===== src/rtl/wqe_sched_pkg.sv =====
// Shared definitions for the QP weighted round-robin scheduler.
//   - default sizing for QP count, pointer, pending counter and weight widths
//   - scheduler FSM state encoding
//   - oh2idx(): one-hot (up to 64 bits) to binary index
package wqe_sched_pkg;

  localparam int MAX_QP_DEF       = 32;
  localparam int QP_PTR_WIDTH_DEF = 5;
  localparam int CNT_WIDTH_DEF    = 16;
  localparam int WEIGHT_WIDTH_DEF = 4;

  typedef enum logic [1:0] {
    IDLE   = 2'd0,
    SEARCH = 2'd1,
    OFFER  = 2'd2
  } sched_st_e;

  // Returns the index of the set bit; assumes at most one bit is set.
  function automatic int unsigned oh2idx(input logic [63:0] oh);
    oh2idx = 0;
    for (int i = 0; i < 64; i++) begin
      if (oh[i]) oh2idx = i;
    end
  endfunction

endpackage


===== src/rtl/rr_find_next.sv =====
// Combinational rotating-priority finder.
//   i_req   : request vector (N bits)
//   i_start : index with highest priority; priority decreases upward, wrapping
//   o_found : at least one request bit set
//   o_idx   : index of the first set request at or after i_start
module rr_find_next
  import wqe_sched_pkg::*;
#(
  parameter int N = 32,
  parameter int W = 5
) (
  input  logic [N-1:0] i_req,
  input  logic [W-1:0] i_start,
  output logic         o_found,
  output logic [W-1:0] o_idx
);

  logic [N-1:0] w_oh;
  logic         w_hit;

  always_comb begin : p_find
    int j;
    j     = 0;
    w_oh  = '0;
    w_hit = 1'b0;
    for (int k = 0; k < N; k++) begin
      j = int'(i_start) + k;
      if (j >= N) j = j - N;
      if (!w_hit && i_req[j]) begin
        w_oh[j] = 1'b1;
        w_hit   = 1'b1;
      end
    end
  end

  assign o_found = w_hit;
  assign o_idx   = W'(oh2idx(64'(w_oh)));

endmodule


===== src/rtl/qp_wrr_sched.sv =====
// Weighted round-robin QP scheduler for the WQE fetch engine.
// Tracks per-QP pending WQE counts (doorbells add, accepted grants subtract)
// and per-QP weights; offers one QP per valid/ready handshake, letting a QP
// take up to max(weight,1) consecutive grants before the pointer moves on.
// New offers are held off while the WQE cache is almost full.
//   clk, rst_n            : clock, async active-low reset
//   i_db_*                : doorbell strobe / QP / number of WQEs posted
//   i_cfg_*               : weight write strobe / QP / weight
//   i_wqe_cache_alfull    : blocks new offers (never a live one)
//   o_sched_val/i_sched_rdy, o_sched_qp, o_sched_qp_one_hot : grant offer
//   o_active              : per-QP pending != 0
// Optional (QP_WRR_SCHED_STATS_EN): o_grant_cnt, o_stall_cnt.
module qp_wrr_sched
  import wqe_sched_pkg::*;
#(
  parameter int MAX_QP       = MAX_QP_DEF,
  parameter int QP_PTR_WIDTH = QP_PTR_WIDTH_DEF,
  parameter int CNT_WIDTH    = CNT_WIDTH_DEF,
  parameter int WEIGHT_WIDTH = WEIGHT_WIDTH_DEF
) (
  input  logic                    clk,
  input  logic                    rst_n,
  input  logic                    i_db_val,
  input  logic [QP_PTR_WIDTH-1:0] i_db_qp,
  input  logic [CNT_WIDTH-1:0]    i_db_num,
  input  logic                    i_cfg_we,
  input  logic [QP_PTR_WIDTH-1:0] i_cfg_qp,
  input  logic [WEIGHT_WIDTH-1:0] i_cfg_weight,
  input  logic                    i_wqe_cache_alfull,
  output logic                    o_sched_val,
  input  logic                    i_sched_rdy,
  output logic [QP_PTR_WIDTH-1:0] o_sched_qp,
  output logic [MAX_QP-1:0]       o_sched_qp_one_hot,
  output logic [MAX_QP-1:0]       o_active
`ifdef QP_WRR_SCHED_STATS_EN
  ,
  output logic [31:0]             o_grant_cnt,
  output logic [31:0]             o_stall_cnt
`endif
);

  logic [CNT_WIDTH-1:0]    r_pend   [MAX_QP];
  logic [WEIGHT_WIDTH-1:0] r_weight [MAX_QP];
  logic [CNT_WIDTH:0]      w_sum    [MAX_QP];
  logic [QP_PTR_WIDTH-1:0] r_cur;
  logic [WEIGHT_WIDTH-1:0] r_credit;
  sched_st_e               r_state;

  logic                    w_accept;
  logic [QP_PTR_WIDTH-1:0] w_start, w_nxt, w_sel;
  logic                    w_found, w_keep;
  logic [WEIGHT_WIDTH-1:0] w_reload;
  logic [MAX_QP-1:0]       w_sel_oh;

  assign w_accept = o_sched_val & i_sched_rdy;

  // Add first in a one-bit-wider sum, then decrement, then saturate, so a
  // doorbell and an accept on the same QP net out before clipping.
  always_comb begin
    for (int i = 0; i < MAX_QP; i++) begin
      w_sum[i] = {1'b0, r_pend[i]};
      if (i_db_val && (i_db_qp == QP_PTR_WIDTH'(i)))
        w_sum[i] = w_sum[i] + {1'b0, i_db_num};
      if (w_accept && (o_sched_qp == QP_PTR_WIDTH'(i)) && (w_sum[i] != '0))
        w_sum[i] = w_sum[i] - (CNT_WIDTH+1)'(1);
      o_active[i] = |r_pend[i];
    end
  end

  always_ff @(posedge clk or negedge rst_n) begin
    if (!rst_n) begin
      for (int i = 0; i < MAX_QP; i++) begin
        r_pend[i]   <= '0;
        r_weight[i] <= WEIGHT_WIDTH'(1);
      end
    end else begin
      for (int i = 0; i < MAX_QP; i++) begin
        r_pend[i] <= w_sum[i][CNT_WIDTH] ? '1 : w_sum[i][CNT_WIDTH-1:0];
        if (i_cfg_we && (i_cfg_qp == QP_PTR_WIDTH'(i)))
          r_weight[i] <= i_cfg_weight;
      end
    end
  end

  // Scan starts just past cur so cur itself is considered last.
  assign w_start = (r_cur == QP_PTR_WIDTH'(MAX_QP-1)) ? '0 : r_cur + QP_PTR_WIDTH'(1);

  rr_find_next #(.N(MAX_QP), .W(QP_PTR_WIDTH)) u_find (
    .i_req   (o_active),
    .i_start (w_start),
    .o_found (w_found),
    .o_idx   (w_nxt)
  );

  // Weight is sampled only here, at reload, so a mid-burst write waits.
  assign w_reload = (r_weight[w_nxt] == '0) ? WEIGHT_WIDTH'(1) : r_weight[w_nxt];
  assign w_keep   = (r_credit != '0) && o_active[r_cur];
  assign w_sel    = w_keep ? r_cur : w_nxt;

  always_comb begin
    w_sel_oh        = '0;
    w_sel_oh[w_sel] = 1'b1;
  end

  always_ff @(posedge clk or negedge rst_n) begin
    if (!rst_n) begin
      r_state            <= IDLE;
      r_cur              <= QP_PTR_WIDTH'(MAX_QP-1);
      r_credit           <= '0;
      o_sched_val        <= 1'b0;
      o_sched_qp         <= '0;
      o_sched_qp_one_hot <= '0;
    end else begin
      case (r_state)
        IDLE: begin
          if (!i_wqe_cache_alfull && |o_active) r_state <= SEARCH;
        end
        SEARCH: begin
          if (i_wqe_cache_alfull || !w_found) begin
            r_state <= IDLE;
          end else begin
            if (!w_keep) begin
              r_cur    <= w_nxt;
              r_credit <= w_reload;
            end
            o_sched_qp         <= w_sel;
            o_sched_qp_one_hot <= w_sel_oh;
            o_sched_val        <= 1'b1;
            r_state            <= OFFER;
          end
        end
        OFFER: begin
          // Offer stays up until taken; alfull only decides where we go next.
          if (i_sched_rdy) begin
            o_sched_val <= 1'b0;
            r_credit    <= r_credit - WEIGHT_WIDTH'(1);
            r_state     <= i_wqe_cache_alfull ? IDLE : SEARCH;
          end
        end
        default: r_state <= IDLE;
      endcase
    end
  end

`ifdef QP_WRR_SCHED_STATS_EN
  always_ff @(posedge clk or negedge rst_n) begin
    if (!rst_n) begin
      o_grant_cnt <= '0;
      o_stall_cnt <= '0;
    end else begin
      if (w_accept) o_grant_cnt <= o_grant_cnt + 32'd1;
      if (o_sched_val && !i_sched_rdy) o_stall_cnt <= o_stall_cnt + 32'd1;
    end
  end
`endif

endmodule

===== config.mk =====
export PLATFORM = sky130hd
export DESIGN_NAME = qp_wrr_sched
export DESIGN_NICKNAME = d
export VERILOG_FILES = /design/src/rtl/wqe_sched_pkg.sv /design/src/rtl/rr_find_next.sv /design/src/rtl/qp_wrr_sched.sv
export SDC_FILE = /design/constraint.sdc
export NUM_CORES = 2
export LEC_CHECK = 0
export ABC_AREA = 1
export ABC_CLOCK_PERIOD_IN_PS = 17400
export CORE_ASPECT_RATIO = 1.75
export CORE_MARGIN = 2
export CORE_UTILIZATION = 70
export DETAILED_ROUTE_END_ITERATION = 8
export PLACE_DENSITY = 0.87
export SLEW_MARGIN = 30
export SYNTH_ARGS = -nofsm -noshare
export SYNTH_HDL_FRONTEND = slang
export SYNTH_SLANG_ARGS = --single-unit

===== constraint.sdc =====
create_clock -name clk -period 17.4 [get_ports clk]
set_clock_uncertainty 0.2 [all_clocks]
set_input_delay 1.74 -clock clk [delete_from_list [all_inputs] [get_ports clk]]
set_output_delay 1.74 -clock clk [all_outputs]
set_load 0.01 [all_outputs]

==> results.yml, run 1 <==
yosys:
  syn_inst: 12110
  synthFlopType: "dfrtp_1"
  ys_seq_area_share_pct: 23.12
  synth_nets: 12750
  postSynth.asyncResetShare_pct: 100.0
  synth_seq_cells: 689
  ys_warn_count: 0
  syn_area_per_cell_um2: 6.177
  yosysTopAreaCell: "dfrtp_1"
  synth_cell_types: 74
  yosysTopAreaCellShare_pct: 21.82
  syn_area_um2: 74790
  netlist_top_cells_area: "dfrtp_1 (22%), nand2_1 (13%), ha_1 (9.5%)"
  synth-edff-count: 0
run_status:
  error: "[ERROR GRT-0116] Global routing finished with congestion. Check the congestion regions in the DRC Viewer."
  outcome: "did not finish"
  haltStage: "global routing (5_1_grt)"
placement:
  hpwl_um: 232000
  gp_congestion: 1.251
  io_buffers: 105
clock_network:
  cts_max_level: 3
  cts_resized: 0
  cts_root_buf: "clkbuf_16"
  cts_inserted_buffers: 71
  hold_buffers: 0
  cts_setup_buffers: 0
  cts.sinks: 689
  clk_path_buf_depth: 3
die:
  start_util_pct: 70.58
  die_x_um: 251.1
  die_height_um: 436.4
  num_rows: 158
  io_pins: 106
global_route:
  grt_overflow: 12
  grt_usage_pct: 65.62
  grt_pass1_wl_um: 551900
  grt_max_degree: 160
  grt_pass1_vias: 95250
-- cell usage after synthesis (54+ instances only) --
library cell and n:
nand3_1 1084, nand2_1 2597, ha_1 570, dfrtp_1 652, nand3b_1 72, o31ai_1 54
o21bai_1 73, xor2_1 259, nor2_1 1898, o21ai_0 916, or2_2 63, o211ai_1 54
nand4_1 156, o221ai_1 56, a21oi_1 501, a22oi_1 62, nor4_1 79, inv_1 1731
clkbuf_1 252, nor3_1 302, a31oi_1 69
-- logic make-up after synthesis --
group           count (synthesis)  synth area share (%)
buf+inv                      2107                 10.71
mux                             1               0.01338
xor+xnor                      271                 3.194
flops                         689                 23.12
simple gates                 6326                 35.87
compound gates               2112                 16.71
fa+ha+maj                     602                 10.39
-- per-layer routing --
layer	overflow	GRT usage (%)
met1	0	63.56
met2	5	89.67
met3	0	41.44
met4	7	68.49
met5	0	17.37
-- per-stage QoR --
stage	setup slack, ns	util (%)	cell area, um^2	instances
4_1_cts	4.493	75.22	79700	13510
3_5_place_dp	4.688	72.95	77300	13380
3_3_place_gp	4.853	72.92	77260	13380
2_1_floorplan	8.643	-	74790	12110
==> run 2: changes to the inputs <==
--- a/config.mk
+++ b/config.mk
@@ -7,11 +7,10 @@
 export LEC_CHECK = 0
 export ABC_AREA = 1
 export ABC_CLOCK_PERIOD_IN_PS = 17400
-export CORE_ASPECT_RATIO = 1.75
 export CORE_MARGIN = 2
-export CORE_UTILIZATION = 70
+export CORE_UTILIZATION = 40
 export DETAILED_ROUTE_END_ITERATION = 8
-export PLACE_DENSITY = 0.87
+export PLACE_DENSITY_LB_ADDON = 0.15
 export SLEW_MARGIN = 30
 export SYNTH_ARGS = -nofsm -noshare
 export SYNTH_HDL_FRONTEND = slang
==> run 2 against run 1 <==
  * The run now ends clean
  * Synthesized area stayed put
  * Synthesized cell count unchanged
==> results.yml, run 2 <==
yosys:
  synthTopCellsByCount: "nand2_1 (2597), nor2_1 (1898), inv_1 (1731)"
  netlist_top_cells_area: "dfrtp_1 (22%), nand2_1 (13%), ha_1 (9.5%)"
  yosysTopAreaCellShare_pct: 21.82
  syn_area_per_cell_um2: 6.177
  yosysTopAreaCell: "dfrtp_1"
  synth_seq_cells: 689
  postSynth.asyncResetShare_pct: 100.0
  syn_area_um2: 74790
  synthFlopType: "dfrtp_1"
  synth_nets: 12750
  ys_warn_count: 0
  ys_seq_area_share_pct: 23.12
  synth_cell_types: 74
  syn_inst: 12110
  synth_most_common_cell: "nand2_1"
  synth-edff-count: 0
clock_network:
  clk_pin_slew_ns: 0.06
  cts_root_buf: "clkbuf_16"
  clk_path_buf_depth: 3
  cts_max_level: 3
  hold_buffers: 0
  cts.sinks: 689
  cts_setup_buffers: 0
  cts_resized: 0
  cts_inserted_buffers: 91
  worstSkewPairLatency_ns: 0.75
  cts_tree: "yes"
timing:
  fin_crit_sh_pct: 74.34
  fmaxAchievable_ghz: 0.07731
  max_slew_margin_pct: 20.88
  setup_tns_ns: 0
  max_slew.worst_pin.slew_ns: 1.178
  fin_crit_ns: 12.94
  setup_viol: 0
  slew_violations: 0
  finalHoldViolCount: 0
  rsz0062_at_grt: "false"
pwr:
  p_sw_mw: 9.703
  pwr-share-clk_pct: 11.8
  seqPwrFrac_pct: 17.1
  combinationalPowerShare_pct: 71.1
  leakage_nw: 39.78
  power_density_nw_per_um2: 203.8
  power.share.switching_pct: 57.88
  irDropWorstVdd_uv: 341.0
  p_int_mw: 7.060
critical_path:
  cp.arrival_ns: 13.42
  cp_slowest_cell: "ha_2"
  critPathKind: "register to register"
  worstReg2RegEnd: "r_credit[0]"
  critPathMostFrequentCell: "nand2_1"
  reg2reg_slack_ns: 4.46
  r2r-start: "r_cur[0]"
  start_kind: "register"
  reg2reg_depth: 68
  cp.required_ns: 17.88
  crit_fanout: 38
  critPathCaptureType: "register"
  cp_slowest_stage_delay_ns: 0.88
die:
  io_pins: 106
  die_x_um: 436.4
  die_height_um: 436.4
  coreArea_um2: 185600
  num_rows: 158
  start_util_pct: 40.29
  die_area_um2: 190400
route:
  drt_wl_total_um: 329000
  drt-pass1-iter-count: 6
  remaining_drc_errors: 0
  detail_route.wl_per_cell_um: 22.36
  via_count: 83360
  met1Wirelength_um: 143400
  avgViaCountPerCell: 5.665
  ant_nets: 0
  wl_met3_um: 27940
  top_layer: "met5"
  wl_met2_um: 138300
  drt_iter0_markers: 8025
min_path:
  holdCritStartpoint: "r_state[0]"
  min_to: "r_state[0]"
  holdPathStages: 1
  hold_class: "register to register"
layout:
  nFillCells: 19670
  fin_nets: 12790
  final_layout_size_suffix_gt1_share_pct: 4.450
  fin_util_pct: 44.31
  largestRegisters: "r_pend x512, r_weight x128, o_sched_qp_one_hot x32"
  final_cell_mix: "nand2_1 (2597), nor2_1 (1892), inv_1 (1727)"
  top_register: "r_pend"
  layout_commonest_cell: "nand2_1"
  syn2layout_area_growth_pct: 9.986
  layout.cells.non_filler: 14710
  largest_reg_flops: 512
job:
  drv_cap: 0
global_route:
  grt_overflow: 0
  grt_max_degree: 99
  grt_antenna_before_repair: 10
  grt_usage_pct: 33.58
  grt_pass1_wl_um: 490100
  grt_pass1_vias: 78160
run_status:
  outcome: "complete, no violations"
placement:
  io_buffers: 105
  post-place-cells: 14540
  hpwl_um: 247200
  gp_congestion: 1.097
run 2: cell counts after synthesis:
Identical to the previous run, type by type.
run 2: routing by layer:
| metal | global-route usage, % | vias to the layer above |
|---|---|---|
| li1 | - | 40160 |
| met3 | 7.041 | 731 |
| met5 | 0 | - |
| met1 | 44.94 | 39180 |
| met2 | 50.97 | 3283 |
| met4 | 16.93 | 6 |
run 2: area by class of cell:
| type | instances | area [um^2] | share of cell area (%) |
|---|---|---|---|
| Tap cell | 2480 | 3103 | 3.772 |
| Sequential cell | 689 | 17290 | 21.02 |
| Inverter | 1782 | 6689 | 8.132 |
| Antenna cell | 8 | 20.02 | 0.02434 |
| Clock inverter | 33 | 440.4 | 0.5354 |
| Multi-Input combinational cell | 9312 | 49700 | 60.41 |
| Clock buffer | 130 | 2646 | 3.217 |
| Timing Repair Buffer | 279 | 2377 | 2.890 |
run 2: how the worst max path moves through the flow:
stage              from     endpoint  slack (ns)  depth (start not counted)
6_report       r_cur[0]  r_credit[0]        4.46                         68
5_1_grt        r_cur[0]  r_credit[0]        3.84                         68
4_1_cts        r_cur[0]  r_credit[0]        5.05                         68
3_5_place_dp   r_cur[0]  r_credit[0]        5.08                         68
3_3_place_gp   r_cur[0]  r_credit[0]        5.21                         68
2_1_floorplan  r_cur[1]  r_credit[0]        8.64                         76
run 2: stage by stage:
stage	cell area (um^2)	worst slack [ns]	power, mW	hold slack [ns]
final	82260	4.465	16.76	0.2757
after global placement	78970	5.215	14.30	0.2591
after CTS	82150	5.050	16.49	0.2785
after detailed placement	79060	5.075	14.41	0.2648
after global routing	82240	3.840	18.23	0.2907
after floorplan	74790	8.643	11.00	0.2386
run 2: cells by family (layout without fill, tap and decap cells):
| family | count (synthesis) | after routing | synth area share (%) |
|---|---|---|---|
| simple gates | 6326 | 6326 | 35.87 |
| compound gates | 2112 | 2112 | 16.71 |
| buf+inv | 2107 | 2224 | 10.71 |
| flops | 689 | 689 | 23.12 |
| fa+ha+maj | 602 | 602 | 10.39 |
| xor+xnor | 271 | 271 | 3.194 |
| mux | 1 | 1 | 0.01338 |
| other cells | 0 | 8 | 0 |
run 2: power groups by stage:
| stage | clock [mW] | combinational, mW | sequential (mW) |
|---|---|---|---|
| CTS | 2.02 | 11.6 | 2.86 |
| finish | 1.97 | 11.9 | 2.87 |
| global placement | 0 | 11.4 | 2.86 |
| global route | 2.08 | 13.2 | 2.96 |
| detailed placement | 0 | 11.5 | 2.88 |
| floorplan | 0 | 8.29 | 2.71 |
run 2: critical path, delay by kind of cell (launching register included):
kind,cells,cell delay [ns]
flip-flops,1,0.81
AND/OR/NAND/NOR,61,7.49
buffers and inverters,5,2.81
adder cells (fa/ha/maj),2,1.46
Note: power is estimated with default switching activity, not from simulation.
